File: src/rtl/gfx_triangle_setup.sv
// gfx_triangle_setup: clip-clamped bounding box, doubled signed area and cull flag for one triangle.
// One multiplier is shared across two cycles for the edge cross product.
module gfx_triangle_setup #(
  parameter int point_width = 16,
  parameter int subpixel_width = 16
) (
  input  logic clk_i,
  input  logic rst_i,
  input  logic [point_width+subpixel_width-1:0] p0_x_i,
  input  logic [point_width+subpixel_width-1:0] p0_y_i,
  input  logic [point_width+subpixel_width-1:0] p1_x_i,
  input  logic [point_width+subpixel_width-1:0] p1_y_i,
  input  logic [point_width+subpixel_width-1:0] p2_x_i,
  input  logic [point_width+subpixel_width-1:0] p2_y_i,
  input  logic signed [point_width-1:0] clip_x0_i,
  input  logic signed [point_width-1:0] clip_y0_i,
  input  logic signed [point_width-1:0] clip_x1_i,
  input  logic signed [point_width-1:0] clip_y1_i,
  input  logic cull_enable_i,
  input  logic start_i,
  output logic busy_o,
  output logic ack_o,
  output logic signed [point_width-1:0] bbox_min_x_o,
  output logic signed [point_width-1:0] bbox_min_y_o,
  output logic signed [point_width-1:0] bbox_max_x_o,
  output logic signed [point_width-1:0] bbox_max_y_o,
  output logic signed [2*point_width+2:0] area_o,
  output logic culled_o
);
  localparam int pw = point_width;
  localparam int sw = subpixel_width;
  localparam int dw = pw + 1;
  localparam int mw = 2 * pw + 2;
  localparam int aw = 2 * pw + 3;
  typedef enum logic [2:0] {idle, bbox, mul0, mul1, done} state_t;
  state_t state, state_n;
  logic latch_en, bbox_en, done_en;
  logic signed [pw-1:0] x0, y0, x1, y1, x2, y2, cx0, cy0, cx1, cy1;
  logic signed [pw-1:0] min_x, min_y, max_x, max_y;
  logic cull_en;
  logic signed [dw-1:0] dx1, dy1, dx2, dy2, mul_a, mul_b;
  logic signed [mw-1:0] prod0, prod1, prod;
  logic signed [aw-1:0] area_c;
  logic culled_c;
  logic unused_frac;
  function automatic logic signed [pw-1:0] smin(input logic signed [pw-1:0] a, input logic signed [pw-1:0] b);
    return (a < b) ? a : b;
  endfunction
  function automatic logic signed [pw-1:0] smax(input logic signed [pw-1:0] a, input logic signed [pw-1:0] b);
    return (a > b) ? a : b;
  endfunction
  assign unused_frac = ^{p0_x_i[sw-1:0], p0_y_i[sw-1:0], p1_x_i[sw-1:0],
                         p1_y_i[sw-1:0], p2_x_i[sw-1:0], p2_y_i[sw-1:0]};
  always_ff @(posedge clk_i or posedge rst_i)
    if (rst_i) state <= idle;
    else state <= state_n;
  always_comb begin
    state_n = state;
    case (state)
      idle: state_n = start_i ? bbox : idle;
      bbox: state_n = mul0;
      mul0: state_n = mul1;
      mul1: state_n = done;
      default: state_n = idle;
    endcase
  end
  always_comb begin
    latch_en = (state == idle) && start_i;
    bbox_en = state == bbox;
    done_en = state == done;
  end
  // MUL0 forms dx1*dy2, MUL1 forms dx2*dy1 on the same multiplier
  assign mul_a = (state == mul0) ? dx1 : dx2;
  assign mul_b = (state == mul0) ? dy2 : dy1;
  assign prod = mw'(mul_a) * mw'(mul_b);
  assign area_c = aw'(prod0) - aw'(prod1);
  assign culled_c = (min_x > max_x) || (min_y > max_y) || (cull_en && (area_c[aw-1] || area_c == '0));
  always_ff @(posedge clk_i or posedge rst_i) begin
    if (rst_i) begin
      {x0, y0, x1, y1, x2, y2, cx0, cy0, cx1, cy1} <= '0;
      {min_x, min_y, max_x, max_y} <= '0;
      {dx1, dy1, dx2, dy2, prod0, prod1} <= '0;
      cull_en <= 1'b0;
      busy_o <= 1'b0;
      ack_o <= 1'b0;
      culled_o <= 1'b0;
      area_o <= '0;
      {bbox_min_x_o, bbox_min_y_o, bbox_max_x_o, bbox_max_y_o} <= '0;
    end else begin
      ack_o <= done_en;
      if (latch_en) begin
        x0 <= p0_x_i[sw +: pw];
        y0 <= p0_y_i[sw +: pw];
        x1 <= p1_x_i[sw +: pw];
        y1 <= p1_y_i[sw +: pw];
        x2 <= p2_x_i[sw +: pw];
        y2 <= p2_y_i[sw +: pw];
        cx0 <= clip_x0_i;
        cy0 <= clip_y0_i;
        cx1 <= clip_x1_i;
        cy1 <= clip_y1_i;
        cull_en <= cull_enable_i;
        busy_o <= 1'b1;
      end
      if (bbox_en) begin
        min_x <= smax(smin(smin(x0, x1), x2), cx0);
        min_y <= smax(smin(smin(y0, y1), y2), cy0);
        max_x <= smin(smax(smax(x0, x1), x2), cx1);
        max_y <= smin(smax(smax(y0, y1), y2), cy1);
        dx1 <= dw'(x1) - dw'(x0);
        dy1 <= dw'(y1) - dw'(y0);
        dx2 <= dw'(x2) - dw'(x0);
        dy2 <= dw'(y2) - dw'(y0);
      end
      if (state == mul0) prod0 <= prod;
      if (state == mul1) prod1 <= prod;
      if (done_en) begin
        area_o <= area_c;
        bbox_min_x_o <= min_x;
        bbox_min_y_o <= min_y;
        bbox_max_x_o <= max_x;
        bbox_max_y_o <= max_y;
        culled_o <= culled_c;
        busy_o <= 1'b0;
      end
    end
  end
endmodule

File: config.mk
export PLATFORM = sky130hd
export DESIGN_NAME = gfx_triangle_setup
export DESIGN_NICKNAME = d
export VERILOG_FILES = /design/src/rtl/gfx_triangle_setup.sv
export SDC_FILE = /design/constraint.sdc
export NUM_CORES = 2
export LEC_CHECK = 0
export BUFFER_PORTS_ARGS = -buffer_cell sky130_fd_sc_hd__buf_2
export CAP_MARGIN = 20
export CELL_PAD_IN_SITES_DETAIL_PLACEMENT = 1
export CELL_PAD_IN_SITES_GLOBAL_PLACEMENT = 1
export CORE_UTILIZATION = 47
export CTS_CLUSTER_DIAMETER = 50
export CTS_CLUSTER_SIZE = 16
export DETAILED_ROUTE_END_ITERATION = 8
export PLACE_DENSITY_LB_ADDON = 0.1
export SYNTH_ARGS = -nofsm -noshare
export SYNTH_HDL_FRONTEND = slang
export SYNTH_SLANG_ARGS = --single-unit
export TNS_END_PERCENT = 30
File: constraint.sdc
create_clock -name clk_i -period 25.6 [get_ports clk_i]
set_input_delay 7.68 -clock clk_i [delete_from_list [all_inputs] [get_ports clk_i]]
set_output_delay 7.68 -clock clk_i [all_outputs]
set_load 0.1 [all_outputs]
; After elaboration in Yosys (flattened, before gate mapping)
; Cells that the tools add are included.
[word_totals]
register_bits = 466
latchBits = 0
ram_bits = 0
rom_bits = 0
input_bits = 260
output_inout_bits = 102
word_cells = 80
mem_count = 0
[op_classes]
addsub = 5
n_mul = 1
div = 0
order_cmp = 14
eq_ne = 4
shift = 0
mux = 18
bitwise = 0
n_reduce_logical = 8
[op_table]
columns = op, count
row1 = 2-to-1 mux 16 bit, 12
row2 = greater-than comparator 16 bit, 8
row3 = less-than comparator 16 bit, 6
row4 = subtractor 16 x 16 -> 17 bit, 4
row5 = zero test 35 bit, 1
row6 = subtractor 34 x 34 -> 35 bit, 1
row7 = multiplier 17 x 17 -> 34 bit, 1
row8 = 2-to-1 mux 17 bit, 2
row9 = one-hot mux 3 bit (4 select lines), 1
row10 = "equality test 3 x 2 -> 1 bit, second input constant", 2
row11 = "equality test 3 x 1 -> 1 bit, second input constant", 1
row12 = "equality test 3 bit, second input constant", 1
row13 = zero test 3 bit, 1
row14 = logical OR 1 bit, 3
row15 = 2-to-1 mux 1 bit, 3
row16 = logical AND 1 bit, 2
row17 = nonzero test 2 bit, 1

; Logic depth before layout (Yosys ltp)
[depth]
ltp_word = 6
mapped_depth = 35

; Worst setup path before layout
; No wires, ideal clock.
[synth_path]
path_kind = input -> register
startpoint = input port start_i
endpoint = register cx0[0]
setup_ns = 0.125
arrival_ns = 8.808
setup_slack_ns = 16.667
path_stages = 5
cell_sequence = nand2_1 > nor2_1 > clkbuf_1 > buf_1 > mux2_2
[synth_via]
elab_chain_len = 1
[synth_lines]
columns = element, line_no
row1 = start: declaration, 20  ; input logic start_i,
row2 = logical AND 1 bit, 68  ; latch_en = (state == idle) && start_i;
row3 = end signal: assignment, 98  ; cx0 <= clip_x0_i;
row4 = end: declaration, 38  ; logic signed [pw-1:0] x0, y0, x1, y1, x2, y2, cx0, cy0, cx1, cy1;
; Every way passes these cells.
; A chain may end at the register's enable or synchronous reset.

; Final worst setup path
[layout_path]
startpoint = input port start_i
endpoint = register x1[7]
[layout_via]
elab_chain_len = 1
[layout_lines]
columns = element, line_no
row1 = logical AND 1 bit, 68
row2 = end signal: assignment, 94  ; x1 <= p1_x_i[sw +: pw];
row3 = end: declaration, 38
; Every way passes these cells.

==> summary.md <==
| Metric | Value |
|---|---|
| HP Start | bbox_min_y_o[13] |
| Source-to-sink clock delay at the later pin of the worst-skew pair | around 0.66 ns |
| Number of sinks handled by clock tree synthesis | 466 |
| Max H-tree Level | 3 |
| DRC | 0 |
| Root buffer selected by CTS | sky130_fd_sc_hd__clkbuf_16 |
| Slew Viols, Final | 0 |
| Avg Synthesized Cell Area | a little under 9 um^2 |
| Cell with the most instances on the worst path | sky130_fd_sc_hd__buf_4 |
| Clock buffer count from CTS | about 70 |
| Mapped Area | around 40,000 um^2 |
| Detailed-router iteration count before antenna repair | 5 |
| Max_slew headroom | 20.8% |
| Effective utilization at floorplan | 47.5% |
| Placer Congestion | 0.925 |
| Critical path fanouts, max | 86 |
| Wirelength, routed | 129,000 um |
| Pin count of the biggest net entering global routing | around 160 |
| Worst setup slack for register-to-register paths | approximately 17 ns |
| Hold crit path type | flop to flop |
| Timing-limited maximum frequency | approximately 0.10 GHz |
| Overall global routing resource usage | between 30% and 40% |
| HPWL after DPL | between 100,000 and 150,000 um |
| Worst min-delay path endpoint | bbox_min_y_o[13] |
| Shortest period the worst path allows | 9.96 ns |
| Number of cells on the worst reg-to-reg path | 29 |
| Number of buffer and inverter instances along the worst setup path | 3 |
| Vias | about 32,000 |
| NumNets Final | roughly 5,500 |
| Via count of the first global-routing pass | 35,200 |
| Source of the worst register-to-register timing path | y0[14] |
| Final worst path period share | 38.9% |
| Clk pin slew, worst setup/hold paths | approximately 0.060 ns |
| Port buffer count | around 270 |
| Yosys warning total | 0 |
| Leftover overflow at the end of global routing | 0 |
| Worst Hold Depth | 2 |
| Synthesis-stage register bit count | around 470 |
| Pin slew with the least headroom to its limit | around 1.2 ns |
| Crit Path Category | primary input to flop |
| Area used by multi-input combinational logic | roughly 25,000 um^2 |
| Num rows | 105 |
| Post-route clock skew | 0.0514 ns |
| Asr flop ratio synth | 100% |
| Endpoint required time on the critical path | ~26 ns |
| First-pass GRT wire length | 203,000 um |
| Post-synth EDFFs | 0 |
| Critical R2R Capture | min_y[11] |
| Endpoint type of the worst setup path | flop |
| Die ar. | between 80,000 and 90,000 um^2 |
| Iteration-0 DRC count of the detailed router | 1,737 |
| Top_reg_cell synth | sky130_fd_sc_hd__dfrtp_1 |
| Hold-fix buffer count after cts | 0 |
| Most frequent standard cell in the layout excluding fill and tap cells | sky130_fd_sc_hd__nand2_1 |
| Clock tree from TritonCTS | done |
| Overall die height | 290 um |
| I/O pin count | 362 |
| Sequential share of the synthesized area | between 20 and 30% |
| Status | finished, final reports clean |
| Postcts setup bufs | 0 |
| FILL cells | 9,625 |
| CP delay by family, top | buffers and inverters |
| Crit path largest cell delay | roughly 0.74 ns |
| Relative area change from synthesis to final layout | 12.4% |
| Distinct cell type count after synthesis | 87 |
| Antenna violations before repair | 4 |
| Setup violators final | 0 |
| Width of the chip | about 290 um |
| Sequential cell area | approximately 12,000 um^2 |
| Crit-path cells | buf_2, nand2_1, nor2_4, buf_4, buf_4, mux2_2 |
| Number of hold violations in the final report | 0 |
| Net count of the mapped netlist | between 5,000 and 6,000 |
| Worst Path Arrival | 10.48 ns |
| Count of nets left with antenna violations after detail routing | 0 |
| Avg WL per Cell | around 22 um |
| Slowest stage cell on the critical path | sky130_fd_sc_hd__buf_4 |
| Final total negative setup slack | 0 ns |
| Unrepaired setup endpoints after global routing | no |
| Std-Cell Core Area | roughly 80,000 um^2 |
| Post-CTS sizing | 0 |
| Hold_ws | 0.465 ns |
| Post-detailed-route via-to-cell ratio | about 5.6 |
| Maximum buffer depth of the clock tree | 3 |
| Post-layout utilization of the core | between 50% and 60% |
| Cells after Synth | approximately 4,400 |
| Number of max-capacitance violations reported | 0 |
| Most frequent cells in the layout | sky130_fd_sc_hd__nand2_1, sky130_fd_sc_hd__inv_1, sky130_fd_sc_hd__dfrtp_1 |
| Fraction of final layout cells with drive strength greater than 1 | 12.0% |
| Kind of start point of the critical path | primary input |
==> kinds of logic (layout without fill, tap and decap cells) <==
group	after synthesis	after routing	synth area share, %
AOI/OAI and AO/OA	865	865	13.6
xor gates and xnor gates	85	85	1.91
adders and majority gates	642	642	26.4
buffers and inverters	741	1010	7.23
and+or+nand+nor	1400	1400	15.5
muxes	195	195	5.37
other	0	1	0
DFF	466	466	29.9
==> synth_stat cells (9+ instances only) <==
master                        n  area (um^2)
sky130_fd_sc_hd__a21o_1      68          510
sky130_fd_sc_hd__and3_1      33          206
sky130_fd_sc_hd__clkbuf_1   138          518
sky130_fd_sc_hd__nand4_1     36          225
sky130_fd_sc_hd__a21oi_1    134          671
sky130_fd_sc_hd__nor2_1     247          927
sky130_fd_sc_hd__nor2b_1     39          244
sky130_fd_sc_hd__and2_1      17          106
sky130_fd_sc_hd__a2111oi_0   14          123
sky130_fd_sc_hd__xor2_1      38          333
sky130_fd_sc_hd__o21bai_1     9         67.6
sky130_fd_sc_hd__a211oi_1    14          105
sky130_fd_sc_hd__or3_1       10         62.6
sky130_fd_sc_hd__fa_1       302         6050
sky130_fd_sc_hd__mux2_1      12          135
sky130_fd_sc_hd__nand2_1    789         2960
sky130_fd_sc_hd__nand3_1     98          490
sky130_fd_sc_hd__a31oi_1     31          194
sky130_fd_sc_hd__xnor2_1     47          412
sky130_fd_sc_hd__o31ai_1     35          263
sky130_fd_sc_hd__ha_1       340         4250
sky130_fd_sc_hd__mux2i_1     84          841
sky130_fd_sc_hd__o21ai_1     43          215
sky130_fd_sc_hd__nor3_1      50          250
sky130_fd_sc_hd__o21ai_0    366         1830
sky130_fd_sc_hd__o2111ai_1   10         87.6
sky130_fd_sc_hd__nand2b_1    33          206
sky130_fd_sc_hd__buf_1       10         37.5
sky130_fd_sc_hd__dfrtp_1    466        11700
sky130_fd_sc_hd__o21a_1      29          218
sky130_fd_sc_hd__o211ai_1    44          330
sky130_fd_sc_hd__inv_1      578         2170
sky130_fd_sc_hd__mux2_2      98         1100
==> worst max-delay path by stage <==
stage,from,end,slack [ns],depth (start not counted)
2_1_floorplan,rst_i,ack_o,4.92,1
3_3_place_gp,start_i,y1[6],15.06,6
3_5_place_dp,start_i,y1[6],15.00,6
4_1_cts,start_i,x1[7],15.65,6
5_1_grt,start_i,x1[7],15.46,6
6_report,start_i,x1[7],15.64,6
==> per-layer routing <==
layer	vias to the layer above	track usage, %	share of wire [%]
met5	-	0	0.010
met4	2	14.7	5.2
met3	240	4.06	4.1
met2	692	53.3	48
met1	16200	39.2	42
li1	15100	-	-
==> tightest hold or removal path: cells and delay by family, from the launching register on <==
kind,cells,cell delay [ns]
AND/OR/NAND/NOR,2,0.10
flip-flops,1,0.33
==> registers in the layout, summed over array words and instances, names as in the netlist, 17 cells and up <==
name	cells
dx1	17
dx2	17
prod0	34
dy2	17
prod1	34
dy1	17
area_o	35
==> cell type report <==
class	count	area share [%]
well taps	1070	3.06
multi-input cells	3187	56.1
clock buffers	80	4.22
repair buffers	305	3.79
flip-flops and latches	466	26.6
diodes	1	0.00571
inverters	580	4.99
clock inverters	45	1.28
==> per-stage QoR <==
stage / instance area, um^2 / std cells / setup WS, ns
floorplan: 39000 / 4394 / 4.92
global placement: 41400 / 5605 / 15.06
detailed placement: 41400 / 5607 / 15.00
CTS: 43800 / 5732 / 15.65
global route: 43800 / 5734 / 15.46
finish: 43800 / 5734 / 15.64
Power is not shown: default switching activity piles up to over one toggle a cycle in this logic, so the estimate is an artifact.
